<file path="src/rtl/sal_pkg.sv">
// Shared definitions for the sequential saturating arithmetic left shifter.
// Holds the state encoding, the sample-width helper and the saturation constants.
package sal_pkg;

  typedef enum logic [1:0] {
    S_IDLE  = 2'd0,
    S_SHIFT = 2'd1,
    S_DONE  = 2'd2
  } state_t;

  // Sample width in bits for a given log2 width
  function automatic int width_of(input int n);
    return 2 ** n;
  endfunction

  // Largest positive two's complement value of width w, right-aligned in 64 bits
  function automatic logic [63:0] max_pos(input int w);
    return (64'd1 << (w - 1)) - 64'd1;
  endfunction

  // Most negative two's complement value of width w, right-aligned in 64 bits
  function automatic logic [63:0] max_neg(input int w);
    return 64'd1 << (w - 1);
  endfunction

endpackage

</file>
<file path="src/rtl/sal_step_n.sv">
// One combinational 1-bit arithmetic left step.
// step_ovf_o flags that the step drops a significant bit, which happens when the
// two top bits differ before the shift.
module sal_step_n #(
  parameter int W = 16
) (
  input  logic [W-1:0] acc_i,
  output logic [W-1:0] acc_o,
  output logic         step_ovf_o
);

  assign acc_o      = {acc_i[W-2:0], 1'b0};
  assign step_ovf_o = acc_i[W-1] ^ acc_i[W-2];

endmodule

</file>
<file path="src/rtl/sal_seq_n.sv">
// Sequential saturating arithmetic left shifter: one bit of left shift per clock,
// with sticky per-sample overflow and valid/ready handshakes on both sides.
// Optional build macro: SAL_SATURATE_EN clamps the result to the most positive or
// most negative value when overflow occurred; without it the result wraps.
module sal_seq_n
  import sal_pkg::*;
#(
  parameter int N   = 4,
  parameter int SHW = N,
  localparam int W  = width_of(N)
) (
  input  logic           clk,
  input  logic           rst_n,
  input  logic           in_valid,
  output logic           in_ready,
  input  logic [W-1:0]   in_data,
  input  logic [SHW-1:0] in_shft,
  output logic           out_valid,
  input  logic           out_ready,
  output logic [W-1:0]   out_data,
  output logic           out_ovf
);

  state_t         state_q, state_d;
  logic [W-1:0]   acc_q, acc_d;
  logic [SHW-1:0] cnt_q, cnt_d;
  logic           ovf_q, ovf_d;
  logic [W-1:0]   stepAcc;
  logic           stepOvf;

  sal_step_n #(.W(W)) uStep (
    .acc_i      (acc_q),
    .acc_o      (stepAcc),
    .step_ovf_o (stepOvf)
  );

  // State register; reset drops any partially shifted sample
  always_ff @(posedge clk or negedge rst_n) begin
    if (!rst_n) begin
      state_q <= S_IDLE;
    end else begin
      state_q <= state_d;
    end
  end

  // Next-state logic: zero shift skips straight to DONE, otherwise shift until the last bit
  always_comb begin
    state_d = state_q;
    case (state_q)
      S_IDLE: begin
        if (in_valid) begin
          state_d = (in_shft != '0) ? S_SHIFT : S_DONE;
        end
      end
      S_SHIFT: begin
        if (cnt_q == SHW'(1)) begin
          state_d = S_DONE;
        end
      end
      S_DONE: begin
        if (out_ready) begin
          state_d = S_IDLE;
        end
      end
      default: state_d = S_IDLE;
    endcase
  end

  // Datapath registers: accumulator, remaining-step counter and sticky overflow
  always_ff @(posedge clk or negedge rst_n) begin
    if (!rst_n) begin
      acc_q <= '0;
      cnt_q <= '0;
      ovf_q <= 1'b0;
    end else begin
      acc_q <= acc_d;
      cnt_q <= cnt_d;
      ovf_q <= ovf_d;
    end
  end

  // Datapath next values: load on accept, one shift step per SHIFT cycle, hold otherwise
  always_comb begin
    acc_d = acc_q;
    cnt_d = cnt_q;
    ovf_d = ovf_q;
    case (state_q)
      S_IDLE: begin
        if (in_valid) begin
          acc_d = in_data;
          cnt_d = in_shft;
          ovf_d = 1'b0;
        end
      end
      S_SHIFT: begin
        acc_d = stepAcc;
        cnt_d = cnt_q - SHW'(1);
        ovf_d = ovf_q | stepOvf;
      end
      default: ;
    endcase
  end

`ifdef SAL_SATURATE_EN
  logic sign_q;

  // Original sign of the sample picks the clamp direction on overflow
  always_ff @(posedge clk or negedge rst_n) begin
    if (!rst_n) begin
      sign_q <= 1'b0;
    end else if (state_q == S_IDLE && in_valid) begin
      sign_q <= in_data[W-1];
    end
  end

  // Outputs decoded from state; overflowed samples clamp to the signed extreme
  always_comb begin
    in_ready  = (state_q == S_IDLE);
    out_valid = (state_q == S_DONE);
    out_ovf   = ovf_q;
    out_data  = acc_q;
    if (ovf_q) begin
      out_data = sign_q ? W'(max_neg(W)) : W'(max_pos(W));
    end
  end
`else
  // Outputs decoded from state; overflowed samples simply wrap
  always_comb begin
    in_ready  = (state_q == S_IDLE);
    out_valid = (state_q == S_DONE);
    out_ovf   = ovf_q;
    out_data  = acc_q;
  end
`endif

endmodule

</file>
<file path="config.mk">
export PLATFORM = sky130hd
export DESIGN_NAME = sal_seq_n
export DESIGN_NICKNAME = d
export VERILOG_FILES = /design/src/rtl/sal_pkg.sv /design/src/rtl/sal_step_n.sv /design/src/rtl/sal_seq_n.sv
export SDC_FILE = /design/constraint.sdc
export NUM_CORES = 1
export LEC_CHECK = 0
export BUFFER_PORTS_ARGS = -buffer_cell sky130_fd_sc_hd__clkbuf_2
export CAP_MARGIN = 20
export CORE_UTILIZATION = 45
export DETAILED_ROUTE_END_ITERATION = 16
export HOLD_SLACK_MARGIN = 0.15
export PLACE_DENSITY = 0.72
export SYNTH_ARGS = -nofsm -noshare
export SYNTH_HDL_FRONTEND = slang
export SYNTH_HIERARCHICAL = 1
export SYNTH_SLANG_ARGS = --single-unit
</file>
<file path="constraint.sdc">
create_clock -name clk -period 1.8 [get_ports clk]
set_input_delay 0.27 -clock clk [delete_from_list [all_inputs] [get_ports clk]]
set_output_delay 0.27 -clock clk [all_outputs]
set_load 0.03 [all_outputs]
</file>
# After elaboration in Yosys (flattened, before gate mapping)
# Cells that the tools add are included.
[op_classes] eq_ne=6 mux=11 bitwise=2 reduce_logical=5 add_sub_neg=1
[ops] op="16-bit case mux with 2 select lines" count=1
[ops] op="16-bit two-way mux" count=1
[ops] op="2-bit two-way mux" count=4
[ops] op="4-bit case mux with 2 select lines" count=1
[ops] op="2-bit case mux with 3 select lines" count=1
[ops] op="4-bit by 1-bit equality test with 1-bit output, second input constant" count=1
[ops] op="4-bit two-way mux" count=1
[ops] op="2-bit inequality test, second input constant" count=2
[ops] op="4-bit nonzero test" count=1
[ops] op="4-bit by 1-bit subtractor with 4-bit output, second input constant" count=1
[ops] op="3-bit AND reduction" count=1
[ops] op="2-bit by 1-bit equality test with 1-bit output, second input constant" count=1
[ops] op="2-bit equality test, second input constant" count=1
[ops] op="2-bit logical NOT" count=1
[ops] op="2-bit by 1-bit inequality test with 1-bit output, second input constant" count=1
[ops] op="1-bit case mux with 2 select lines" count=1
[ops] op="2-bit AND reduction" count=1
[ops] op="2-bit nonzero test" count=1
[ops] op="1-bit two-way mux" count=1
[ops] op="1-bit bitwise OR" count=1
[ops] op="1-bit bitwise XOR" count=1
[totals] input_bits=24 reg_bits=23

# Depth between registers and ports, before layout
# Gate-level depths: netlist (run 1).
[depth] depth_word=4 ltp_mapped=6

# By module
# Netlist (run 1), hierarchy kept.
[by_module_without_submodules] mod="sal_seq_n" instances=1 area_per_inst_um2=1192.4 seq_area_each_um2=575.6 cells_each=119
[by_module_without_submodules] mod="sal_step_n" instances=1 area_per_inst_um2=132.6 seq_area_each_um2=0.0 cells_each=18

# Least setup slack after synthesis (run 1)
# Ideal clock, no wire load.
[synth_path] path_type="reg-to-reg" start="register state_q[1]" end="register cnt_q[3]" path_stages_with_launch=6 slack_ps=455 period_less_slack_ps=1345 t_arrival_ps=1224 setup_ps=121 n_path_buf=2 required_ps=1679 path_cell_list="dfrtp_1 -> buf_6 -> nand2b_4 -> buf_6 -> o32a_1 -> o22a_1"
[synth_via] elab_chain_cells=3 word_cells_on_any_way=6
[synth_lines] element="start: declaration" line_no="sal_seq_n.sv:24" source="state_t state_q, state_d;"
[synth_lines] element="start signal: assignment" line_no="sal_seq_n.sv:42" source="state_q <= state_d;"
[synth_lines] element="2-bit by 1-bit equality test with 1-bit output / 2-bit logical NOT (equally long branches)" line_no="sal_seq_n.sv:87" source="case (state_q)"
[synth_lines] element="2-bit nonzero test (no line) / 2-bit inequality test (equally long branches)"
[synth_lines] element="2-bit AND reduction (no line)"
[synth_lines] element="end signal: assignment" line_no="sal_seq_n.sv:77" source="cnt_q <= cnt_d;"
[synth_lines] element="end: declaration" line_no="sal_seq_n.sv:26" source="logic [SHW-1:0] cnt_q, cnt_d;"
# Several ways; a longest one is shown, not always the timed one.
# A chain may end at the register's enable or synchronous reset.

# Worst setup path in the final report (run 1)
[layout_path] start="register state_q[1]" end="output out_valid"
[layout_via] elab_chain_cells=1
[layout_lines] element="2-bit equality test" line_no="sal_seq_n.sv:130" source="out_valid = (state_q == S_DONE);"
[layout_lines] element="end: declaration" line_no="sal_seq_n.sv:18" source="output logic out_valid,"
# Every way passes these cells.

==> key figures, run 1 <==
Power
  • Worst vdd ir: 1.25 mV
  • Clk pwr share: 0.084
  • Switch share: 0.491
  • Sequential Power Share: 0.363
  • Combinational Power Share: 0.553
  • Psw: 1.41 mW
  • Pwr/cell area: 1970 nW/um2
  • Leakage: 0.761 nW
  • Int Power: 1.46 mW

STA
  • Fin Hold WS: 0.212 ns
  • Slew Limit Fails: 0
  • Final Hold Viols: 0
  • Post-layout min period: 1.58 ns
  • Final setup vio count: 0
  • Fmax: 0.632 GHz
  • Tightest Pin Transition: 0.598 ns
  • RSZ-0062 raised after global routing: no
  • Period utilisation layout: 0.879
  • Final setup skew: 0.00404 ns
  • Setup TNS: 0 ns
  • Relative slew slack: 0.602

Synth
  • Main area contributors after synthesis: dfrtp_1 (43%), mux2i_1 (13%), buf_4 (9.1%)
  • Post-synth top area share: 0.434
  • Ys Warns: 6
  • Yosys reg bits: 23
  • Synth Net Count: 163
  • Distinct cells, synth: 28
  • Register area share after synthesis: 0.434
  • Syn Inst Count: 137
  • Avg Synthesized Cell Area: 9.67 um2
  • Area leader, netlist: dfrtp_1
  • Post-synthesis cell area: 1330 um2

Detailed routing
  • DRT Pass-1 Iters: 4
  • DRC: 0
  • Vias/cell: 5.13
  • Via count: 996
  • 1st-iter DRT viols: 26
  • Final ANT Viol Nets: 0
  • Routed wl met2: 1200 um
  • DR top layer: met4
  • DR WL/cell: 13.0 um
  • M1 wire length: 1200 um
  • Routed WL: 2520 um
  • Met3 WL post-DR: 106 um

Worst setup path
  • CP endpoint kind: output port
  • Crit path cell chain: inv_1 -> nor2_1 -> clkbuf_2
  • Reg2reg start: state_q[0]$_DFFE_PN0P_
  • CP bufs+invs: 2
  • Setup Crit Path Kind: reg -> out
  • Req. time, crit path: 1.53 ns
  • Crit-path max cell delay: 0.52 ns
  • Critical Path AT: 1.31 ns
  • CP Max Fanout: 9
  • Critical path's slowest cell: dfrtp_1
  • Worst path top cell family by delay: flip-flops
  • CP startpoint kind: flip-flop
  • Setup crit start: state_q[1]$_DFFE_PN0P_

CTS
  • CTS root buf: clkbuf_4
  • TritonCTS clock tree: yes
  • CTS Sinks: 23
  • Number of CTS-inserted buffers: 3
  • Clock Path Buffers: 2
  • Post_cts resized: 0
  • CTS Hold Bufs: 1
  • H-tree lvl count: 1
  • Worst-path clk slew: 0.13 ns
  • Worst skew pair latency: 0.31 ns
  • Post-CTS setup buffers: 0

Worst hold path
  • HP Start: out_ready
  • Hold Path Class: in -> reg

Finish
  • Nets: 190
  • Area Growth Syn to Fin: 10.2%
  • Fill cells: 272
  • Multi-input logic area: 557 um2
  • ANT cells: 0
  • Share of layout cells above drive strength 1: 0.319
  • Final std cells w/o fill: 194
  • Register Area: 576 um2
  • Final instance area: 1460 um2
  • Commonest non-fill, non-tap cell in the layout: clkbuf_2
  • Commonest cells after routing, fill and taps aside: clkbuf_2 (42), dfrtp_1 (23), mux2i_1 (17), nand2_1 (16), o21ai_0 (16)

Die
  • Die Area: 3170 um2
  • Initial Utilization: 0.476
  • Die Ht: 56.3 um
  • DIE WIDTH: 56.3 um
  • Core box area: 2780 um2
  • Row count: 19
  • Io pins: 43

Outcome
  • Outcome: finished, final reports clean

Global route
  • Total track usage: 0.166
  • Grt ovf: 0
  • Initial antenna violation count: 0
  • Largest net degree at the start of global routing: 24
  • First-pass GRT wire length: 4180 um
  • Vias in the first global route: 986

Job
  • Maxcap violations: 0

Placed design
  • Dpl hpwl: 1890 um
  • GPL Wtd Cong: 0.903
  • Dpl cells: 189
  • Placed cell areas: 1420 um2
  • I/O Buffers: 42
[sequential cells by signal, summed over array words and instances (netlist names)]
register and count:
out_data 16, cnt_q 4, state_q 2, out_ovf 1
[per-stage QoR]
stage / setup WS (ns) / power, mW / utilization
3_5_place_dp: 0.293 / 2.66 / 0.511
6_report: 0.218 / 2.87 / 0.525
2_1_floorplan: 0.455 / 2.48 / -
4_1_cts: 0.229 / 2.90 / 0.525
3_3_place_gp: 0.349 / 2.60 / 0.511
5_1_grt: 0.138 / 3.10 / 0.525
[tightest hold or removal path, delay by kind of cell]
kind	cells	cell delay [ns]
compound gates	1	0.05
buf+inv	1	0.07
simple gates	2	0.10
[area by class of cell]
cell class	count	area share
inverters	5	0.0129
repair buffers	46	0.166
clock inverters	1	0.00343
flip-flops and latches	23	0.394
well taps	31	0.0266
clock buffers	3	0.0154
multi-input cells	85	0.381
[routing by layer]
layer,GRT usage,vias to the layer above
li1,-,499
met1,0.225,467
met2,0.277,28
met3,0.0230,2
met4,0.0488,0
met5,0,-
[final timing paths]
path | end | slack [ns] | cells past startpoint
worst max-delay path | out_valid | 0.22 | 3
worst min-delay path | state_q[1]$_DFFE_PN0P_ | 0.21 | 4
worst max register to register | cnt_q[2]$_DFFE_PN0P_ | 0.27 | 4
worst min register to register | out_data[12]$_DFFE_PN0P_ | 0.53 | 2
max in group asynchronous | cnt_q[2]$_DFFE_PN0P_ | 0.93 | 2
min in group asynchronous | out_data[8]$_DFFE_PN0P_ | 0.48 | 2
[cell families (layout without fill, tap and decap cells)]
| kind of cell | Yosys count | after routing | synth area share |
|---|---|---|---|
| AO/OA/AOI/OAI | 32 | 32 | 0.145 |
| AND/OR/NAND/NOR | 32 | 32 | 0.115 |
| buffers and inverters | 29 | 55 | 0.148 |
| flip-flops | 23 | 23 | 0.434 |
| multiplexers | 17 | 17 | 0.128 |
| adder cells (fa/ha/maj) | 2 | 2 | 0.0189 |
| other | 1 | 1 | 0.00283 |
| XOR/XNOR | 1 | 1 | 0.00661 |
[synthesized netlist by cell type (all sizes together)]
cell type and number:
conb 1, or3 1, o21bai 1, buf 23, a21bo 1, nand2b 3
o21ai 16, a21oi 7, a32oi 1, a221o 1, mux2i 17, xor2 1
nor2b 2, nor4 1, nand2 16, a211oi 1, a31oi 1, nor3b 2
o32a 1, inv 5, ha 2, dfrtp 23, nor2 7, clkbuf 1
o22a 2
[power by group through the flow]
stage          combinational, mW  sequential (mW)  clock, mW
3_3_place_gp                1.56             1.03          0
3_5_place_dp                1.60             1.05          0
5_1_grt                     1.74             1.09      0.267
6_report                    1.59             1.04      0.241
4_1_cts                     1.61             1.04      0.251
2_1_floorplan               1.14             1.35          0
No activity file was read; power rests on OpenSTA's default activity.
==> run 2: changes to the inputs <==
Settings changed: ABC_AREA set to 1.
==> run 2 against run 1 <==
Register-to-register slack gained 0.07 ns. Utilization grew 0.13 points. Largest power group unchanged. Design area increased by 2.0%. Clock power rose by 2%. Global-route usage up 1.0 points. The flow now finishes with violations (design-rule violations). Area after synthesis up 4.4%. Routed wire length increased by 6.7%. Cell count up 17%. Worst setup slack got worse by 0.0089 ns. Combinational power grew 17%. Largest cell class unchanged.
==> key figures, run 2 <==
Worst setup path
  • Flop-to-flop setup slack: 0.34 ns
  • CP endpoint kind: output port
  • Setup Crit Path Kind: reg -> out
  • Setup crit start: state_q[0]$_DFFE_PN0P_
  • Req. time, crit path: 1.53 ns
  • CP Max Fanout: 5
  • Critical Path AT: 1.32 ns
  • CP startpoint kind: flip-flop
  • Reg2Reg Depth: 6
  • Reg-to-Reg End: out_data[6]$_DFFE_PN0P_
  • Reg2reg start: state_q[1]$_DFFE_PN0P_

Job
  • Maxcap violations: 0

STA
  • Final Hold Viols: 0
  • Post-layout min period: 1.59 ns
  • Final setup vio count: 0
  • Slew Limit Fails: 0
  • Setup ws final: 0.209 ns
  • Setup TNS: 0 ns
  • RSZ-0062 raised after global routing: no
  • Period utilisation layout: 0.884
  • Fmax: 0.629 GHz
  • Tightest Pin Transition: 0.580 ns
  • Final setup skew: 0.00207 ns
  • Relative slew slack: 0.613

Global route
  • First-pass GRT wire length: 4500 um
  • Grt ovf: 0
  • Initial antenna violation count: 0
  • Vias in the first global route: 1067
  • Largest net degree at the start of global routing: 38
  • Total track usage: 0.176

CTS
  • Number of CTS-inserted buffers: 3
  • Worst-path clk slew: 0.13 ns
  • H-tree lvl count: 1
  • Clock Path Buffers: 2
  • TritonCTS clock tree: yes
  • CTS Sinks: 23
  • Worst skew pair latency: 0.31 ns
  • CTS Hold Bufs: 1
  • CTS root buf: clkbuf_4
  • Post-CTS setup buffers: 0
  • Post_cts resized: 0

Synth
  • Post-synth top area share: 0.416
  • Area leader, netlist: dfrtp_1
  • Syn Inst Count: 171
  • Largest family of logic cells by synthesized area: simple AND/OR/NAND/NOR gates
  • Ys Warns: 6
  • Main area contributors after synthesis: dfrtp_1 (42%), nand2_1 (14%), buf_4 (9.2%)
  • Synth Net Count: 197
  • Simple-gate portion of the synthesized area: 0.254
  • Distinct cells, synth: 21
  • Post-synthesis cell area: 1380 um2
  • Asr flop ratio synth: 1.00
  • Post-synthesis adder-cell area fraction: 0.0181
  • Number of synthesized flops with an enable pin: 0
  • XOR/XNOR Fraction of Synth Area: 0.00633
  • Post-synth top cells: nand2_1 (53), dfrtp_1 (23), nand3_1 (21)
  • Register area share after synthesis: 0.416
  • Yosys reg bits: 23
  • Multiplexer share of the synthesized area: 0
  • Avg Synthesized Cell Area: 8.09 um2
  • Predominant post-synthesis flop cell: dfrtp_1
  • Synth Area in Compound Gates: 0.135
  • Most common cell in the netlist: nand2_1

Detailed routing
  • Vias/cell: 5.10
  • DR WL/cell: 11.8 um
  • Routed WL: 2690 um
  • DRC: 1
  • DRT Pass-1 Iters: 10
  • Via count: 1157
  • 1st-iter DRT viols: 41
  • Final ANT Viol Nets: 0

Outcome
  • Failing checks: design-rule violations
  • Outcome: finished, violations left

Finish
  • Share of layout cells above drive strength 1: 0.270
  • Max reg flops: 16
  • Final core occ: 0.526
  • Commonest cells after routing, fill and taps aside: nand2_1 (53), clkbuf_2 (42), dfrtp_1 (23), nand3_1 (21), o21a_1 (16)
  • ANT cells: 0
  • Commonest non-fill, non-tap cell in the layout: nand2_1
  • Area Growth Syn to Fin: 7.60%
  • Nets: 223
  • Final instance area: 1490 um2
  • Fill cells: 270

Die
  • Die Area: 3300 um2
  • Io pins: 43
  • Die Ht: 57.5 um
  • Initial Utilization: 0.489
  • Core box area: 2830 um2
  • Row count: 19
  • DIE WIDTH: 57.5 um

Worst hold path
  • Hold Path End: out_data[2]$_DFFE_PN0P_
  • Hold Path Class: in -> reg
  • Hold path cells: 4
  • HP Start: in_data[2]

Power
  • Switch share: 0.518
  • Int Power: 1.50 mW
  • Final Total Pwr: 3.12 mW
  • Pwr/cell area: 2100 nW/um2
  • Leakage: 0.793 nW
  • Combinational Power Share: 0.595
  • Clk pwr share: 0.079
  • Sequential Power Share: 0.326
  • Worst vdd ir: 0.953 mV
  • Psw: 1.62 mW

Placed design
  • I/O Buffers: 42
  • Dpl hpwl: 1970 um
  • Placed cell areas: 1450 um2
  • Pre-CTS worst setup slack: 0.382 ns
  • GPL Wtd Cong: 0.789
[run 2: how the worst max path moves through the flow]
stage | slack, ns | to | cells after the start
2_1_floorplan | 0.43 | state_q[0]$_DFFE_PN0P_ | 4
3_3_place_gp | 0.43 | out_data[6]$_DFFE_PN0P_ | 6
3_5_place_dp | 0.38 | state_q[0]$_DFFE_PN0P_ | 6
4_1_cts | 0.23 | in_ready | 2
5_1_grt | 0.18 | state_q[0]$_DFFE_PN0P_ | 6
6_report | 0.21 | in_ready | 2
[run 2: metrics by stage]
stage               instances  hold WS, ns
detailed placement        222        0.307
global route              227        0.272
finish                    227        0.276
CTS                       227        0.263
floorplan                 171      -0.0256
global placement          222        0.288
[run 2: cell families (layout without fill, tap and decap cells)]
group	Yosys count	after routing
AOI/OAI and AO/OA	25	25
xor gates and xnor gates	1	1
adders and majority gates	2	2
buffers and inverters	34	59
DFF	23	23
other	1	1
and+or+nand+nor	85	85
[run 2: final cells by class]
class                      instances  area (um2)  share of cell area
inverter                          11        43.8              0.0294
sequential                        23         576               0.387
tap                               31        38.8              0.0261
multi-input combinational        114         576               0.387
clock inverter                     1        5.00             0.00336
clock buffer                       3        22.5              0.0151
timing repair buffer              44         228               0.153
[run 2: worst max-delay path: stages, from the launching register on]
cell	delay, ns
dfrtp_1	0.49
nor2_1	0.26
clkbuf_2	0.26
[run 2: metal layers]
layer / up-vias / global-route usage / part of all wire
met2: 25 / 0.317 / 0.52
met5: - / 0 / 0
met4: 0 / 0.0592 / 0.0071
met3: 2 / 0.0204 / 0.038
met1: 553 / 0.217 / 0.44
li1: 577 / - / -
[run 2: power groups by stage]
stage	Clock (mW)	Sequential (mW)	Combinational [mW]
4_1_cts	0.260	1.02	1.87
2_1_floorplan	0	1.38	1.39
3_3_place_gp	0	1.01	1.82
5_1_grt	0.272	1.06	2.07
3_5_place_dp	0	1.03	1.87
6_report	0.246	1.02	1.86
